<file path="config.mk">
export PLATFORM = sky130hd
export DESIGN_NAME = memory_arbiter
export DESIGN_NICKNAME = d
export VERILOG_FILES = /design/src/rtl/memory_arbiter.sv
export SDC_FILE = /design/constraint.sdc
export NUM_CORES = 1
export LEC_CHECK = 0
export BUFFER_PORTS_ARGS = -buffer_cell sky130_fd_sc_hd__buf_2
export CORE_ASPECT_RATIO = 0.8
export CORE_MARGIN = 10
export CORE_UTILIZATION = 40
export DETAILED_ROUTE_END_ITERATION = 7
export HOLD_SLACK_MARGIN = 0.08
export PLACE_DENSITY_LB_ADDON = 0.3
export SYNTH_ARGS = -nofsm -noshare
export SYNTH_HDL_FRONTEND = slang
export SYNTH_SLANG_ARGS = --single-unit
</file>
<file path="constraint.sdc">
create_clock -name clock -period 5.05 [get_ports clock]
set_input_delay 0.2525 -clock clock [delete_from_list [all_inputs] [get_ports clock]]
set_output_delay 0.2525 -clock clock [all_outputs]
set_load 0.02 [all_outputs]
</file>
<file path="src/rtl/memory_arbiter.sv">
// Shares one word memory between instruction fetch and data (load/store/amoadd.w)
// requesters: round-robin on conflict, amoadd.w runs as a locked read-modify-write.
module memory_arbiter #(
  parameter int DATA_WIDTH = 32,
  parameter int IDX_SHIFT  = 2
) (
  input  logic                  clock,
  input  logic                  reset,
  input  logic                  if_req,
  input  logic [DATA_WIDTH-1:0] if_address,
  output logic                  if_ready,
  output logic [DATA_WIDTH-1:0] if_data,
  input  logic                  dm_req,
  input  logic                  dm_we,
  input  logic                  dm_amo,
  input  logic [DATA_WIDTH-1:0] dm_address,
  input  logic [DATA_WIDTH-1:0] dm_wdata,
  output logic                  dm_ready,
  output logic [DATA_WIDTH-1:0] dm_rdata,
  output logic [DATA_WIDTH-1:0] mem_address,
  output logic [DATA_WIDTH-1:0] mem_input_data,
  output logic                  mem_write,
  output logic                  mem_read,
  output logic                  mem_type,
  input  logic [DATA_WIDTH-1:0] mem_output_data,
  output logic [2:0]            o_dbg_state
);

  localparam logic MEM_ROM = 1'b0;
  localparam logic MEM_RAM = 1'b1;

  localparam logic GRANT_FETCH = 1'b0;
  localparam logic GRANT_DATA  = 1'b1;

  localparam logic [2:0] S_IDLE   = 3'd0;
  localparam logic [2:0] S_FETCH  = 3'd1;
  localparam logic [2:0] S_DREAD  = 3'd2;
  localparam logic [2:0] S_DWRITE = 3'd3;
  localparam logic [2:0] S_AMO_RD = 3'd4;
  localparam logic [2:0] S_AMO_WR = 3'd5;

  // Handshake: a requester holds req and its request fields stable until its
  // ready pulses for one cycle; req still high during that pulse is not a new request.
  logic [2:0]            r_state;
  logic                  r_last_grant;
  logic                  r_if_ready;
  logic                  r_dm_ready;
  logic [DATA_WIDTH-1:0] r_if_data;
  logic [DATA_WIDTH-1:0] r_dm_rdata;
  logic [DATA_WIDTH-1:0] r_mem_address;
  logic [DATA_WIDTH-1:0] r_mem_input_data;
  logic                  r_mem_write;
  logic                  r_mem_read;
  logic                  r_mem_type;

  logic w_if_elig;
  logic w_dm_elig;
  logic w_conflict;
  logic w_grant_dm;

  assign w_if_elig  = if_req & ~r_if_ready;
  assign w_dm_elig  = dm_req & ~r_dm_ready;
  assign w_conflict = w_if_elig & w_dm_elig;
  assign w_grant_dm = w_dm_elig & (~w_if_elig | (r_last_grant == GRANT_FETCH));

  always_ff @(posedge clock or posedge reset) begin
    if (reset) begin
      r_state          <= S_IDLE;
      r_last_grant     <= GRANT_FETCH;
      r_if_ready       <= 1'b0;
      r_dm_ready       <= 1'b0;
      r_if_data        <= '0;
      r_dm_rdata       <= '0;
      r_mem_address    <= '0;
      r_mem_input_data <= '0;
      r_mem_write      <= 1'b0;
      r_mem_read       <= 1'b0;
      r_mem_type       <= MEM_ROM;
    end else begin
      r_if_ready <= 1'b0;
      r_dm_ready <= 1'b0;
      case (r_state)
        S_IDLE: begin
          if (w_grant_dm) begin
            r_mem_address    <= dm_address >> IDX_SHIFT;
            r_mem_type       <= MEM_RAM;
            r_mem_input_data <= dm_wdata;
            if (w_conflict) r_last_grant <= GRANT_DATA;
            if (dm_amo) begin
              r_mem_read <= 1'b1;
              r_state    <= S_AMO_RD;
            end else if (dm_we) begin
              r_mem_write <= 1'b1;
              r_state     <= S_DWRITE;
            end else begin
              r_mem_read <= 1'b1;
              r_state    <= S_DREAD;
            end
          end else if (w_if_elig) begin
            r_mem_address    <= if_address >> IDX_SHIFT;
            r_mem_type       <= MEM_ROM;
            r_mem_input_data <= '0;
            r_mem_read       <= 1'b1;
            r_state          <= S_FETCH;
            if (w_conflict) r_last_grant <= GRANT_FETCH;
          end
        end
        S_FETCH: begin
          r_if_data  <= mem_output_data;
          r_if_ready <= 1'b1;
          r_mem_read <= 1'b0;
          r_state    <= S_IDLE;
        end
        S_DREAD: begin
          r_dm_rdata <= mem_output_data;
          r_dm_ready <= 1'b1;
          r_mem_read <= 1'b0;
          r_state    <= S_IDLE;
        end
        S_DWRITE: begin
          r_dm_ready  <= 1'b1;
          r_mem_write <= 1'b0;
          r_state     <= S_IDLE;
        end
        S_AMO_RD: begin
          // The FSM stays out of IDLE until the write-back, which keeps fetch locked out.
          r_dm_rdata       <= mem_output_data;
          r_mem_input_data <= mem_output_data + dm_wdata;
          r_mem_read       <= 1'b0;
          r_mem_write      <= 1'b1;
          r_state          <= S_AMO_WR;
        end
        S_AMO_WR: begin
          r_dm_ready  <= 1'b1;
          r_mem_write <= 1'b0;
          r_state     <= S_IDLE;
        end
        default: begin
          r_mem_read  <= 1'b0;
          r_mem_write <= 1'b0;
          r_state     <= S_IDLE;
        end
      endcase
    end
  end

  assign if_ready       = r_if_ready;
  assign if_data        = r_if_data;
  assign dm_ready       = r_dm_ready;
  assign dm_rdata       = r_dm_rdata;
  assign mem_address    = r_mem_address;
  assign mem_input_data = r_mem_input_data;
  assign mem_write      = r_mem_write;
  assign mem_read       = r_mem_read;
  assign mem_type       = r_mem_type;
  assign o_dbg_state    = r_state;

endmodule

</file>
==> impl_metrics.json <==
{
  "synth_top_family_by_area": "compound AO/OA/AOI/OAI gates",
  "period_needed_ns": 3.135,
  "synth-simple-area-share_pct": 11.59,
  "finalCritPeriodShare_pct": 62.08,
  "root_buffer": "clkbuf_16",
  "ys_seq_elements": 135,
  "crit_start": "mem_output_data[3]",
  "syn_inst": 736,
  "hold_class": "in2reg",
  "ios": 270,
  "final_common_cell": "buf_2",
  "rows": 44,
  "numCtsBuffers": 17,
  "tns_ns": 0,
  "ys_top_cells_by_area": "dfrtp_1, mux2_2, ha_1",
  "die_w_um": 173.7,
  "grt_pass1_wl_mm": 36.85,
  "synth_mux_area_share_pct": 14.18,
  "dp_cells": 1214,
  "wl_per_cell_um": 18.78,
  "crit_cells": 11,
  "timing.hold.ws_ns": 0.09722,
  "hold_violations": 0,
  "avgSynthCellArea_sq_um": 10.26,
  "gr-total-overflow": 0,
  "rr_endpoint": "mem_input_data[14]",
  "run_status": "finished clean",
  "gp_congestion": 0.8528,
  "path_cells": "dlygate4sd3_1 -> buf_2 -> ha_1 -> o21ai_0 -> o21ai_1 -> o22ai_1 -> nor3_1 -> nor2_1 -> o31ai_1 -> xor2_1 -> a221o_1",
  "worstRegToRegCells": 8,
  "r2r_start": "if_ready",
  "ys_seq_area_share_pct": 44.72,
  "synth_edf_count": 0,
  "placement.io_buffers": 263,
  "ctsResizeCount": 0,
  "relSlewSlack_pct": 25.36,
  "cp-end-kind": "register",
  "chipHeight_um": 142.9,
  "power_leakage_nw": 4.598,
  "cp-endpoint": "mem_input_data[27]",
  "cts_max_level": 4,
  "antenna_found_initial": 1,
  "seqPwrFrac_pct": 29.9,
  "max_stage_delay_ns": 0.65,
  "fmax_ghz": 0.3190,
  "layout_common_cells": "buf_2, dfrtp_1, nand2_1",
  "ys_types": 68,
  "yosysTopAreaCell": "dfrtp_1",
  "worstPathArrival_ns": 3.44,
  "final-max-slew-violation-count": 0,
  "fin_skew_ns": 0.007304,
  "routed_wl_mm": 23.53,
  "p_switching_mw": 2.843,
  "stdcell_count": 1253,
  "ir_drop_mv": 0.3555,
  "crit_slowest_cell": "o31ai_1",
  "async_flop_share_pct": 100.0,
  "rsz0062_at_grt": "no",
  "area.growth.synth_to_final_pct": 27.18,
  "clk_pin_slew_worst_paths_ns": 0.06,
  "synthAdderAreaFrac_pct": 5.399,
  "grt_pass1_vias": 6605,
  "track_usage_pct": 18.50,
  "viasPerCell": 5.195,
  "rrSetupSlack_ns": 2.43,
  "drive_above_1_share_pct": 38.94,
  "netlist.area_leader.share_pct": 44.72,
  "drc": 0,
  "finalSetupViolCount": 0,
  "num_vias": 6509,
  "synth-xor-area-share_pct": 2.898,
  "ant_nets": 0,
  "crit_path_max_fanout": 4,
  "p_sw_share_pct": 44.68,
  "ys_warn_count": 0,
  "drt-pass1-iter-count": 5,
  "drt_iter0_drc": 457,
  "core-area_sq_mm": 0.01833,
  "syn-cell-area_sq_mm": 0.007555,
  "synth_ff_type": "dfrtp_1",
  "crit_type": "in2reg",
  "max-cap-violations": 0,
  "start_kind": "primary input",
  "worstPathRequired_ns": 5.35,
  "die_area_sq_mm": 0.02482,
  "final_nets": 1152,
  "comb_power_share_pct": 52.0,
  "cpLargestDelayFamily": "compound AO/OA/AOI/OAI gates",
  "cts_tree": "built",
  "clock_path_buffers": 2,
  "power_density_mw_per_mm2": 662.3,
  "worstSkewPairLatency_ns": 0.42,
  "start_util_pct": 41.21,
  "dp_hpwl_mm": 18.10,
  "worst-path-buf-inv": 2,
  "tightest_slew_ns": 1.117,
  "grt_max_degree": 78,
  "synth_compound_area_share_pct": 17.03,
  "power.internal_mw": 3.521,
  "cts.sink_count": 135,
  "power_frac_clock_pct": 18.2,
  "power_mw": 6.364
}
## worst reg2reg max path, stage by stage (launching register included)
cell      delay [ns]
dfrtp_1         0.37
nor2b_1         0.36
nand2b_1        0.34
nor2_1          0.09
nor2_2          0.66
buf_4           0.39
and3_1          0.20
a21oi_1         0.04
o21ai_0         0.08
## per-stage QoR
step	setup slack, ns	util, %	area [sq um]
6_report	1.915	52.41	9608
5_1_grt	1.883	52.40	9605
4_1_cts	2.086	52.40	9605
3_5_place_dp	1.969	49.09	8999
3_3_place_gp	2.001	49.09	8999
2_1_floorplan	1.186	-	7559
## worst min path at each step
stage | end | slack, ns | cells after the start | startpoint
3_3_place_gp | dm_rdata[23] | 0.42 | 2 | reset
6_report | if_data[9] | 0.1 | 2 | mem_output_data[9]
4_1_cts | if_data[9] | 0.08 | 2 | mem_output_data[9]
5_1_grt | if_data[9] | 0.09 | 2 | mem_output_data[9]
2_1_floorplan | o_dbg_state[1] | 0.32 | 1 | dm_amo
3_5_place_dp | if_data[20] | 0.42 | 2 | reset
## cell families (layout without fill, tap and decap cells)
family                     after synthesis  count (layout)
AOI/OAI and AO/OA                      199             199
DFF                                    135             135
buffers and inverters                   54             316
adders and majority gates               32              32
xor gates and xnor gates                25              25
other                                    1               3
muxes                                   99              99
and+or+nand+nor                        191             191
## final cells by class
class / instances / area (sq um)
Inverter: 7 / 31.28
Multi-Input combinational cell: 548 / 3896
Clock inverter: 14 / 117.6
Clock buffer: 18 / 429.2
Antenna cell: 1 / 2.502
Sequential cell: 135 / 3378
Tap cell: 253 / 316.6
Fill cell: 1741 / 8725
Timing Repair Buffer: 277 / 1436
## power groups by stage
stage	clock network, mW	logic, mW	registers, mW
after global routing	1.24	3.61	1.97
after global placement	0	3.32	1.89
after CTS	1.19	3.37	1.91
final	1.16	3.31	1.90
after detailed placement	0	3.36	1.93
after floorplan	0	1.60	2.57
## cells in the mapped netlist (3+ instances only)
cell,number
mux2_2,64
nand3_1,16
a211oi_1,3
and3_1,5
o31ai_1,4
nand2_1,68
inv_1,7
o22ai_1,3
buf_4,6
nor2_1,62
nor3_1,7
a311oi_1,3
o21ai_1,5
xnor2_1,15
xor2_1,10
o21bai_1,4
a21o_1,21
a221oi_1,10
a21oi_1,53
a31oi_1,8
nand4_1,9
nor2b_1,5
o21ai_0,48
clkbuf_1,29
o21a_1,10
nand2b_1,4
o211ai_1,4
mux2i_1,35
ha_1,31
clkbuf_8,7
dfrtp_1,135
## registers in the layout (all words and copies together), names as in the netlist
signal and flops:
dm_rdata 32, dm_ready 1, if_data 32, if_ready 1, mem_address 30, mem_input_data 32
mem_read 1, mem_type 1, mem_write 1, o_dbg_state 3, r_last_grant 1
## layer usage
layer / part of all wire (%) / GRT usage, %
met5: 0 / 0
met4: 0.48 / 4.356
met3: 9.0 / 7.167
met2: 45 / 29.46
met1: 45 / 23.34
## repair_timing
item	CTS	global route
endpoints found under the hold margin	82	0
hold buffers	6	0
buffers inserted	0	0
No activity file was read; power rests on OpenSTA's default activity.
